==> config.mk <==
export PLATFORM = sky130hd
export DESIGN_NAME = vedic_seq_mul
export DESIGN_NICKNAME = d
export VERILOG_FILES = /design/src/rtl/vedic_pkg.sv /design/src/rtl/vedic_mul_4x4.sv /design/src/rtl/vedic_seq_mul.sv
export SDC_FILE = /design/constraint.sdc
export NUM_CORES = 1
export LEC_CHECK = 0
export ABC_AREA = 1
export CAP_MARGIN = 5
export CORE_UTILIZATION = 58
export CTS_CLUSTER_DIAMETER = 200
export DETAILED_ROUTE_END_ITERATION = 8
export PLACE_DENSITY = 0.81
export SYNTH_ARGS = -nofsm -noshare
export SYNTH_HDL_FRONTEND = slang
export SYNTH_HIERARCHICAL = 1
export SYNTH_SLANG_ARGS = --single-unit
==> constraint.sdc <==
create_clock -name clk -period 5.47 [get_ports clk]
set_input_delay 1.3675 -clock clk [delete_from_list [all_inputs] [get_ports clk]]
set_output_delay 1.3675 -clock clk [all_outputs]
set_load 0.01 [all_outputs]
==> src/rtl/vedic_pkg.sv <==
// Shared definitions for the sequential Vedic multiplier: controller states and digit width.
package vedic_pkg;

    typedef enum logic [1:0] {
        IDLE = 2'd0,
        RUN  = 2'd1,
        DONE = 2'd2
    } state_e;

    localparam int DIGIT_W = 4;

endpackage

==> src/rtl/vedic_mul_4x4.sv <==
// Combinational 4x4 unsigned Vedic (Urdhva-Tiryagbhyam) multiplier built from four 2x2 blocks.
module vedic_mul_4x4 (
    input  logic [3:0] a_i,
    input  logic [3:0] b_i,
    output logic [7:0] p_o
);

    function automatic logic [3:0] vm2(input logic [1:0] x, input logic [1:0] y);
        logic s1, c1, s2, c2;
        s1  = (x[1] & y[0]) ^ (x[0] & y[1]);
        c1  = (x[1] & y[0]) & (x[0] & y[1]);
        s2  = (x[1] & y[1]) ^ c1;
        c2  = (x[1] & y[1]) & c1;
        vm2 = {c2, s2, s1, x[0] & y[0]};
    endfunction

    logic [3:0] q0, q1, q2, q3;
    logic [4:0] mid;

    always_comb begin
        q0  = vm2(a_i[1:0], b_i[1:0]);
        q1  = vm2(a_i[3:2], b_i[1:0]);
        q2  = vm2(a_i[1:0], b_i[3:2]);
        q3  = vm2(a_i[3:2], b_i[3:2]);
        // Cross terms share weight 2^2; their sum needs one extra bit.
        mid = {1'b0, q1} + {1'b0, q2};
        p_o = {4'b0000, q0} + {1'b0, mid, 2'b00} + {q3, 4'b0000};
    end

endmodule

==> src/rtl/vedic_seq_mul.sv <==
// Multi-cycle unsigned multiplier: one 4x4 Vedic core is time-shared over every digit pair,
// with the partial products shift-accumulated into a 2*WIDTH-bit register.
module vedic_seq_mul
    import vedic_pkg::*;
#(
    parameter int WIDTH = 8
) (
    input  logic                 clk,
    input  logic                 rst,
    input  logic                 in_valid,
    output logic                 in_ready,
    input  logic [WIDTH-1:0]     a,
    input  logic [WIDTH-1:0]     b,
    output logic                 out_valid,
    input  logic                 out_ready,
    output logic [2*WIDTH-1:0]   product,
    output logic                 busy
);

    localparam int DIGITS = WIDTH / DIGIT_W;
    localparam int IDX_W  = (DIGITS > 1) ? $clog2(DIGITS) : 1;
    localparam int ACC_W  = 2 * WIDTH;
    localparam logic [IDX_W-1:0] LAST = IDX_W'(DIGITS - 1);

    state_e               state_q, state_d;
    logic [IDX_W-1:0]     i_q, i_d, j_q, j_d;
    logic [WIDTH-1:0]     a_q, a_d, b_q, b_d;
    logic [ACC_W-1:0]     acc_q, acc_d, prod_q, prod_d;
    logic [DIGIT_W-1:0]   a_dig, b_dig;
    logic [2*DIGIT_W-1:0] pp;
    logic [ACC_W-1:0]     pp_sh, acc_sum;

    vedic_mul_4x4 u_core (
        .a_i (a_dig),
        .b_i (b_dig),
        .p_o (pp)
    );

    always_comb begin
        a_dig   = DIGIT_W'(a_q >> (DIGIT_W * i_q));
        b_dig   = DIGIT_W'(b_q >> (DIGIT_W * j_q));
        // Shift is evaluated at full accumulator width so no partial-product bits are lost.
        pp_sh   = ACC_W'(pp) << (DIGIT_W * (i_q + j_q));
        acc_sum = acc_q + pp_sh;
    end

    always_comb begin
        state_d = state_q;
        i_d     = i_q;
        j_d     = j_q;
        a_d     = a_q;
        b_d     = b_q;
        acc_d   = acc_q;
        prod_d  = prod_q;
        unique case (state_q)
            IDLE: begin
                if (in_valid) begin
                    a_d     = a;
                    b_d     = b;
                    acc_d   = '0;
                    i_d     = '0;
                    j_d     = '0;
                    state_d = RUN;
                end
            end
            RUN: begin
                acc_d = acc_sum;
                if (j_q == LAST) begin
                    j_d = '0;
                    if (i_q == LAST) begin
                        i_d     = '0;
                        prod_d  = acc_sum;
                        state_d = DONE;
                    end else begin
                        i_d = i_q + 1'b1;
                    end
                end else begin
                    j_d = j_q + 1'b1;
                end
            end
            DONE: begin
                if (out_ready) begin
                    state_d = IDLE;
                end
            end
            default: state_d = IDLE;
        endcase
    end

    always_ff @(posedge clk) begin
        if (rst) begin
            state_q <= IDLE;
            i_q     <= '0;
            j_q     <= '0;
            a_q     <= '0;
            b_q     <= '0;
            acc_q   <= '0;
            prod_q  <= '0;
        end else begin
            state_q <= state_d;
            i_q     <= i_d;
            j_q     <= j_d;
            a_q     <= a_d;
            b_q     <= b_d;
            acc_q   <= acc_d;
            prod_q  <= prod_d;
        end
    end

    assign in_ready  = (state_q == IDLE);
    assign out_valid = (state_q == DONE);
    assign busy      = (state_q != IDLE);
    assign product   = prod_q;

endmodule
After elaboration in Yosys (flattened, before gate mapping)
Index checks and enable logic that the tools add are counted.
{ "totals": {"register_bits": 52, "in_bits": 20, "wordCells": 76, "output_inout_bits": 19} }
{ "op_classes": {"bitwise": 32, "addsub": 7, "n_eq_ne": 6, "shift": 3, "n_mux": 13, "reduce_logical": 8} }
{ "op_table": {"columns": ["operator", "count"], "rows": [
  ["16-bit case mux with 2 select lines", 1],
  ["1-bit AND", 24],
  ["16-bit adder", 1],
  ["16-bit two-way mux", 1],
  ["8-bit by 4-bit left shift with 16-bit output", 1],
  ["8-bit by 3-bit >> shifter with 4-bit output", 2],
  ["4-bit by 7-bit adder with 8-bit output", 1],
  ["8-bit adder", 1],
  ["2-bit two-way mux", 4],
  ["1-bit XOR", 8],
  ["2-bit inequality test, second input constant", 3],
  ["2-bit case mux with 3 select lines", 1],
  ["3-bit AND reduction", 2],
  ["4-bit by 4-bit adder with 5-bit output", 1],
  ["1-bit two-way mux", 4],
  ["1-bit case mux with 2 select lines", 2],
  ["2-bit AND reduction", 2],
  ["4-bit AND reduction", 1],
  ["2-bit nonzero test", 2],
  ["1-bit adder, second input constant", 2],
  ["1-bit by 1-bit adder with 2-bit output", 1],
  ["2-bit by 1-bit equality test with 1-bit output, second input constant", 1],
  ["2-bit equality test, second input constant", 1],
  ["2-bit zero test", 1],
  ["2-bit by 1-bit inequality test with 1-bit output, second input constant", 1]
]} }

Longest topological paths before layout
Gate-level depths: netlist of the first run.
{ "logic_depth": {"word_depth": 10, "mapped_depth": 35, "ltp_nobuf": 34} }

Cells and area by module
Netlist of the first run, hierarchy kept.
{ "modules_own_cells": {"columns": ["mod", "instances", "seq_area_each_um2", "area_each_um2", "cells_per_inst"], "rows": [
  ["vedic_seq_mul", 1, 1041.0, 3219.3, 504],
  ["vedic_mul_4x4", 1, 0.0, 556.8, 86]
]} }

Worst setup path before layout of the first run
OpenSTA, ideal clock, no wires.
{ "synth_timing": {"path_kind": "reg-to-reg", "from": "reg j_q", "to": "reg prod_q[13] (netlist: product[13])", "slack_ps": 1418, "synth_period_minus_slack_ps": 4052, "n_path_buf": 1, "setup_time_ps": 109, "t_arrival_ps": 3943, "stages_incl_launch_ff": 35, "required_ps": 5361, "cell_sequence": "dfxtp_1 buf_2 inv_1 nand2_1 nand2_1 nand2_1 inv_1 ha_1 ha_1 ha_1 a21oi_1 nand2_1 xor2_1 ha_1 nand2_2 nor2_1 nand2_1 nand3_2 nand2_1 nand2_1 inv_1 o21ai_0 inv_1 nor2_1 ha_1 nand2_1 inv_1 nand2_1 nand2_1 a21oi_1 nand3_1 nand2_1 nand2_1 nand2_1 inv_1"} }
{ "synth_between": {"elab_chain_cells": 9, "elab_cells_between_ends": 40, "classes_between": "add/sub: 5; shift: 2; bitwise: 32; reduce/logical: 1"} }
{ "synth_lines": {"columns": ["element", "line_no", "rtl"], "rows": [
  ["from (decl)", "vedic_seq_mul.sv:26", "logic [IDX_W-1:0] i_q, i_d, j_q, j_d;"],
  ["from (signal assigned)", "vedic_seq_mul.sv:102", "j_q <= j_d;"],
  ["8-bit by 3-bit >> shifter with 4-bit output *", "vedic_seq_mul.sv:41", "b_dig = DIGIT_W'(b_q >> (DIGIT_W * j_q));"],
  ["via b_dig[0]", "vedic_seq_mul.sv:29", "logic [DIGIT_W-1:0] a_dig, b_dig;"],
  ["1-bit AND", "vedic_mul_4x4.sv:10, vedic_mul_4x4.sv:11", null],
  ["1-bit AND", "vedic_mul_4x4.sv:11", "c1 = (x[1] & y[0]) & (x[0] & y[1]);"],
  ["1-bit XOR or 1-bit AND (tied branches)", "vedic_mul_4x4.sv:12, vedic_mul_4x4.sv:13", null],
  ["4-bit by 4-bit adder with 5-bit output", "vedic_mul_4x4.sv:26", "mid = {1'b0, q1} + {1'b0, q2};"],
  ["4-bit by 7-bit adder with 8-bit output *", "vedic_mul_4x4.sv:27", "p_o = {4'b0000, q0} + {1'b0, mid, 2'b00} + {q3, 4'b0000};"],
  ["8-bit adder *", "vedic_mul_4x4.sv:27", null],
  ["via pp[7]", "vedic_seq_mul.sv:30", "logic [2*DIGIT_W-1:0] pp;"],
  ["8-bit by 4-bit left shift with 16-bit output *", "vedic_seq_mul.sv:43", "pp_sh = ACC_W'(pp) << (DIGIT_W * (i_q + j_q));"],
  ["16-bit adder *", "vedic_seq_mul.sv:44", "acc_sum = acc_q + pp_sh;"],
  ["to (signal assigned)", "vedic_seq_mul.sv:106", "prod_q <= prod_d;"],
  ["to (decl)", "vedic_seq_mul.sv:28", "logic [ACC_W-1:0] acc_q, acc_d, prod_q, prod_d;"]
]} }
The timed path passes the listed nets; every way through them passes the cells marked *.
A chain may end at the register's enable or synchronous reset.

Worst setup path after layout of the first run
{ "layout_timing": {"from": "reg j_q", "to": "reg prod_q[14] (netlist: product[14])"} }
The elaborated chain is that of the path after synthesis.

==> results by group, run 1 <==
Logic synthesis
  – Seq/Total Area, Yosys: between 20% and 30%
  – Area contributors post-synth: dfxtp_1 28%, nand2_1 22%, ha_1 11%
  – Avg Inst Size Synth: roughly 6.4 sq um
  – Synth Register Bits: 52
  – Syn_nets: ~650
  – Post-synth cell types: 35
  – Synth warn: 6
  – Synth top area share: between 20% and 30%
  – Cells after Synth: between 500 and 600
  – Synthesized cell area: 3780 sq um
  – Cell taking the most area after synthesis: dfxtp_1

Drt
  – Detail Route Antenna Nets: 0
  – DR WL/cell: 12.5 um
  – Final wirelength: 8740 um
  – Drt first-iter violations: roughly 170
  – DR pass1 iterations: 5
  – Via/cell ratio: 5.14
  – DRC: 0
  – DR vias: between 3k and 4k

STA
  – Fin crit share: 86.2%
  – RSZ-0062 raised after global routing: no
  – Layout Skew: between 15 and 20 ps
  – Final max-slew violation count: 0
  – Total negative setup slack: 0 ps
  – Fin. Hold Viols: 0
  – Setup Viol. Count Final: 0
  – Fin Hold WS: ~470 ps
  – F_max: between 0.2 and 0.25 GHz
  – Setup ws final: 753 ps
  – Least-Margin Pin Slew: 1080 ps
  – Rel. slew slack: between 20% and 30%
  – Tmin final: between 4000 and 5000 ps

Critical path
  – Crit path buf inv count: 5
  – CP dominant cell by count: nand2_1
  – Delay-heaviest family, CP: simple AND/OR/NAND/NOR gates
  – Kind of critical path: reg -> reg
  – Slowest cell on crit path: dfxtp_1
  – CP startpoint: j_q
  – CP Launch Type: register
  – CP arrival: approximately 5000 ps
  – Worst-path fanout max: 9
  – Reg2reg start: j_q
  – Endpoint type of the worst setup path: register
  – WP data required: between 5000 and 6000 ps
  – Delay of the slowest critical-path stage: 500 ps

Global route
  – Pin count of the biggest net entering global routing: 53
  – GRT Total Usage: 27.4%
  – GRT overflow: 0
  – First-pass GRT wire length: 14200 um
  – Vias in the first global route: 3289
  – Antenna violations before repair: 0

Clocking
  – Setup repair bufs after CTS: 0
  – CTS sink count: 52
  – Clock Tree Root: clkbuf_8
  – Post-CTS Hold Fix Bufs: 0
  – Clk slew on worst S/H paths: between 100 and 150 ps
  – H-tree levels: 2
  – Max Buffers Root-to-Sink: 2
  – Worst skew pair latency: 330 ps
  – CTS tree: done
  – CTS resizes: 0
  – CTS Buf Count: 5

Die
  – Chip height: 82.7 um
  – CORE AREA: 6310 sq um
  – I/O pins: 39
  – Die W: about 83 um
  – Initial core utilization: 59.8%
  – Die area: 6840 sq um
  – Row count: 29

Cells and area
  – Area Overhead vs Synth: 12.6%
  – Commonest non-fill, non-tap cell in the layout: nand2_1
  – Final instance area: roughly 4300 sq um
  – Commonest cells after routing, fill and taps aside: 221 x nand2_1, 91 x inv_1, 52 x a21oi_1, 52 x dfxtp_1, 37 x clkdlybuf4s50_1
  – Nets@finish: around 680
  – # diodes: 0
  – Layout cells sized above 1: 6.77%
  – Fin cells: about 700

Place
  – DP Cell Count: roughly 690
  – Dpl ws: roughly 790 ps
  – Port buffer count: 38
  – DP Area: slightly above 4000 sq um
  – Post-DP HPWL: approximately 6600 um
  – GPL Wtd Cong: about 0.99

Worst hold path
  – Hold Crit Class: reg -> reg
  – Worst hold start: product[8]

Flow run
  – Max cap viols: 0

Power
  – Leakage power: between 0.002 and 0.0025 uW
  – Power per cell area: between 200 and 250 nW/um^2
  – Maximum vdd drop: between 0.0002 and 0.00025 V

Run status
  – Status: finished, final reports clean
cells in the mapped netlist (all sizes together):
| library cell | n |
|---|---|
| o22ai | 1 |
| clkbuf | 8 |
| nand4 | 3 |
| ha | 33 |
| xor2 | 9 |
| a21o | 1 |
| nand2 | 233 |
| dfxtp | 52 |
| nand3b | 4 |
| o211ai | 1 |
| nor2 | 29 |
| or2 | 4 |
| nor3 | 4 |
| o21ai | 10 |
| fa | 3 |
| inv | 98 |
| buf | 8 |
| a31oi | 1 |
| xnor2 | 2 |
| nand3 | 23 |
| a21oi | 61 |
| and2 | 2 |
registers in the layout, indices dropped and copies added, names as in the netlist:
register  flops
i_q           1
acc_q        16
j_q           1
a_q           8
state_q       2
b_q           8
product      16
routing by layer:
metal	wire length, um	vias to the layer above	track usage, %
met2	4340	90	47.8
met5	0	-	0
met1	3770	1594	32.8
met3	403	20	4.51
met4	225	0	11.9
li1	-	1879	-
tightest hold or removal path: stages (launching register included):
cell	delay, ps
dfxtp_1	320
nand2_1	60
a21oi_1	50
stage by stage:
stage	utilization, %	power, uW
floorplan	-	580
global placement	65.8	627
detailed placement	65.8	632
CTS	67.3	869
global route	67.3	916
finish	67.3	869
cells by family (layout without fill, tap and decap cells):
| group | count (synthesis) | count (layout) | share of synthesized area, % |
|---|---|---|---|
| AO/OA/AOI/OAI | 75 | 75 | 11.0 |
| XOR/XNOR | 11 | 11 | 2.55 |
| adder cells (fa/ha/maj) | 36 | 36 | 12.5 |
| buffers and inverters | 114 | 144 | 12.4 |
| flip-flops | 52 | 52 | 27.6 |
| AND/OR/NAND/NOR | 302 | 302 | 34.0 |
power breakdown:
group	switching, uW	total [uW]	internal [uW]
logic	138	213	75.2
clock network	151	244	93.6
registers	15.3	412	397
final timing paths:
check	endpoint	cells past startpoint	slack, ps
setup / recovery	product[14]	33	750
hold / removal	product[8]	2	470
setup reg to reg	product[14]	33	750
hold reg to reg	product[8]	2	470
area by class of cell:
cell class / count / area, sq um
clock inverter: 3 / 26.3
clock buffer: 5 / 68.8
timing repair buffer: 38 / 375
sequential: 52 / 1040
tap: 77 / 96.3
multi-input combinational: 424 / 2270
inverter: 98 / 375
fill: 577 / 2060
(Power assumes the default switching activity.)
==> run 2, diff against run 1 <==
--- a/config.mk
+++ b/config.mk
@@ -5,9 +5,8 @@
 export SDC_FILE = /design/constraint.sdc
 export NUM_CORES = 1
 export LEC_CHECK = 0
-export ABC_AREA = 1
 export CAP_MARGIN = 5
-export CORE_UTILIZATION = 58
+export CORE_UTILIZATION = 57
 export CTS_CLUSTER_DIAMETER = 200
 export DETAILED_ROUTE_END_ITERATION = 8
 export PLACE_DENSITY = 0.81
==> results by group, run 2 <==
STA
  – F_max: between 0.15 and 0.2 GHz
  – Final max-slew violation count: 0
  – Setup Viol. Count Final: 0
  – Layout Skew: 8.90 ps
  – Fin crit share: slightly above 90%
  – Least-Margin Pin Slew: slightly below 1000 ps
  – Rel. slew slack: a little over a third
  – RSZ-0062 raised after global routing: no
  – Tmin final: 5120 ps
  – Fin. Hold Viols: 0
  – Total negative setup slack: 0 ps
  – Fin Hold WS: ~460 ps

Worst hold path
  – Worst hold start: product[3]
  – Hold Crit Class: reg -> reg

Cells and area
  – # diodes: 0
  – Fin cells: ~530
  – Area Overhead vs Synth: 13.4%
  – Nets@finish: between 500 and 600
  – Final instance area: around 4000 sq um
  – # fillers: ~500
  – Commonest cells after routing, fill and taps aside: 63 x nand2_1, 52 x dfxtp_1, 45 x a21oi_1
  – Layout cells sized above 1: under 10%
  – Reg area: around 1000 sq um
  – Commonest non-fill, non-tap cell in the layout: nand2_1
  – Area occupied by multi-input gates: around 2400 sq um

Critical path
  – CP cell instances: mux2_2, and2_1, ha_1, ha_1, ha_1, a21oi_1, xnor2_1, ha_1, o21ai_0, o21bai_1, a21oi_2, xnor2_1, mux2i_1, nor2_1, ha_1, nand4_2, o221ai_1, a21oi_1, a2111o_1, nand3_1
  – CP dominant cell by count: ha_1
  – Slowest cell on crit path: dfxtp_1
  – CP arrival: 5380 ps
  – Reg2reg start: j_q
  – CP startpoint: j_q
  – CP Launch Type: register
  – Kind of critical path: reg -> reg
  – Worst-path fanout max: 10
  – Endpoint type of the worst setup path: register
  – Delay of the slowest critical-path stage: 550 ps
  – WP data required: about 5700 ps

Global route
  – GRT overflow: 0
  – GRT Total Usage: about 27%
  – Antenna violations before repair: 0
  – Vias in the first global route: 2932
  – First-pass GRT wire length: 13700 um
  – Pin count of the biggest net entering global routing: 57

Power
  – Leakage power: approximately 0.0017 uW
  – Power per cell area: around 190 nW/um^2
  – Final Total Pwr: ~770 uW
  – Maximum vdd drop: 0.000123 V

Place
  – DP Area: between 3000 and 4000 sq um
  – Port buffer count: 38
  – Post-DP HPWL: between 6000 and 7000 um
  – DP Cell Count: between 500 and 600
  – GPL Wtd Cong: roughly 1.0

Drt
  – Drt first-iter violations: 235
  – Highest routed layer: met4
  – Metal-1 WL: roughly 3600 um
  – Met3 wire length: around 370 um
  – DRC: 0
  – Final wirelength: approximately 8200 um
  – Met2 wire len: between 4000 and 5000 um
  – DR WL/cell: between 15 and 20 um
  – DR pass1 iterations: 4
  – Detail Route Antenna Nets: 0
  – DR vias: 3169
  – Via/cell ratio: 6.00

Logic synthesis
  – Area contributors post-synth: dfxtp_1 29%, ha_1 12%, nand2_1 6.7%
  – Seq/Total Area, Yosys: between 20% and 30%
  – Avg Inst Size Synth: about 8.2 sq um
  – Synth cell count leaders: 63 x nand2_1, 52 x dfxtp_1, 45 x a21oi_1, 33 x ha_1, 23 x and2_1
  – Ys async rst share: 0%
  – Main synth FF type: dfxtp_1
  – Post-synth EDFFs: 0
  – Cell taking the most area after synthesis: dfxtp_1
  – Post-synth cell types: 57
  – Cells after Synth: 430
  – Synth Register Bits: between 50 and 60
  – Synthesized cell area: approximately 3500 sq um
  – Synth top area share: between 20% and 30%
  – Top-count cell post-synth: nand2_1
  – Syn_nets: around 490
  – Synth warn: 6

Clocking
  – H-tree levels: 2
  – CTS Buf Count: 5
  – CTS tree: done
  – Clk slew on worst S/H paths: approximately 100 ps
  – Clock Tree Root: clkbuf_8
  – Worst skew pair latency: 320 ps
  – CTS sink count: 52
  – Max Buffers Root-to-Sink: 2
  – Post-CTS Hold Fix Bufs: 0
  – Setup repair bufs after CTS: 0
  – CTS resizes: 0

Flow run
  – Max cap viols: 0

Die
  – CORE AREA: around 6000 sq um
  – I/O pins: 39
  – Row count: 28
  – Die area: approximately 6500 sq um
  – Chip height: ~80 um
  – Die W: roughly 81 um
  – Initial core utilization: roughly three fifths

Run status
  – Status: finished, final reports clean
run 2: changes by cell type after synthesis, moves of 8 or more:
cell      before  now
nand2_1      221   63
inv_1         91    8
and2_1         2   23
nand2_2       10    1
a21o_1         1    9
clkbuf_1       8   16
mux2_2         0    8
nor2b_1        0    8
run 2: layer usage:
layer | track usage (%) | vias up
met5 | 0 | -
li1 | - | 1583
met2 | 45.1 | 96
met3 | 4.49 | 17
met1 | 34.6 | 1473
met4 | 11.6 | 0
run 2: critical path, delay by kind of cell (launching register included):
family                     cells  cell delay, ps
adders and majority gates      5            1600
AOI/OAI and AO/OA              7            1530
muxes                          2             630
DFF                            1             550
and+or+nand+nor                4             520
xor gates and xnor gates       2             240
run 2: logic make-up after synthesis:
group / share of synthesized area, %
buf+inv: 4.07
flops: 29.4
mux: 3.96
simple gates: 24.1
compound gates: 22.2
xor+xnor: 2.97
fa+ha+maj: 13.4
run 2: final timing paths:
kind                                    end  slack [ps]  cells after the start
worst max-delay path            product[13]         350                     20
worst min-delay path             product[3]         460                      2
worst max register to register  product[13]         350                     20
worst min register to register   product[3]         460                      2
run 2: cell type report:
type | count | area share, %
clock buffers | 6 | 1.81
clock inverters | 2 | 0.966
inverters | 8 | 0.748
multi-input cells | 346 | 58.7
flip-flops and latches | 52 | 25.9
well taps | 75 | 2.34
repair buffers | 39 | 9.54
run 2: where the power goes:
group / internal [uW] / switching [uW] / leakage [uW]
logic: 39.6 / 54.6 / 0.00122
clock network: 139 / 140 / 0.0000558
registers: 388 / 6.97 / 0.000422
total: 566 / 202 / 0.00169
run 2: through the flow:
stage / setup WS, ps / util [%]
floorplan: 931 / -
global placement: 545 / 65.5
detailed placement: 480 / 65.5
CTS: 449 / 67.4
global route: 66.8 / 67.4
finish: 350 / 67.4
==> run 3, diff against run 2 <==
--- a/config.mk
+++ b/config.mk
@@ -9,8 +9,10 @@
 export CORE_UTILIZATION = 57
 export CTS_CLUSTER_DIAMETER = 200
 export DETAILED_ROUTE_END_ITERATION = 8
+export HOLD_SLACK_MARGIN = 0.06
 export PLACE_DENSITY = 0.81
 export SYNTH_ARGS = -nofsm -noshare
 export SYNTH_HDL_FRONTEND = slang
 export SYNTH_HIERARCHICAL = 1
 export SYNTH_SLANG_ARGS = --single-unit
+export TNS_END_PERCENT = 100
==> results of run 3 <==
Final layout, timing and power as in run 2 (identical DEF).
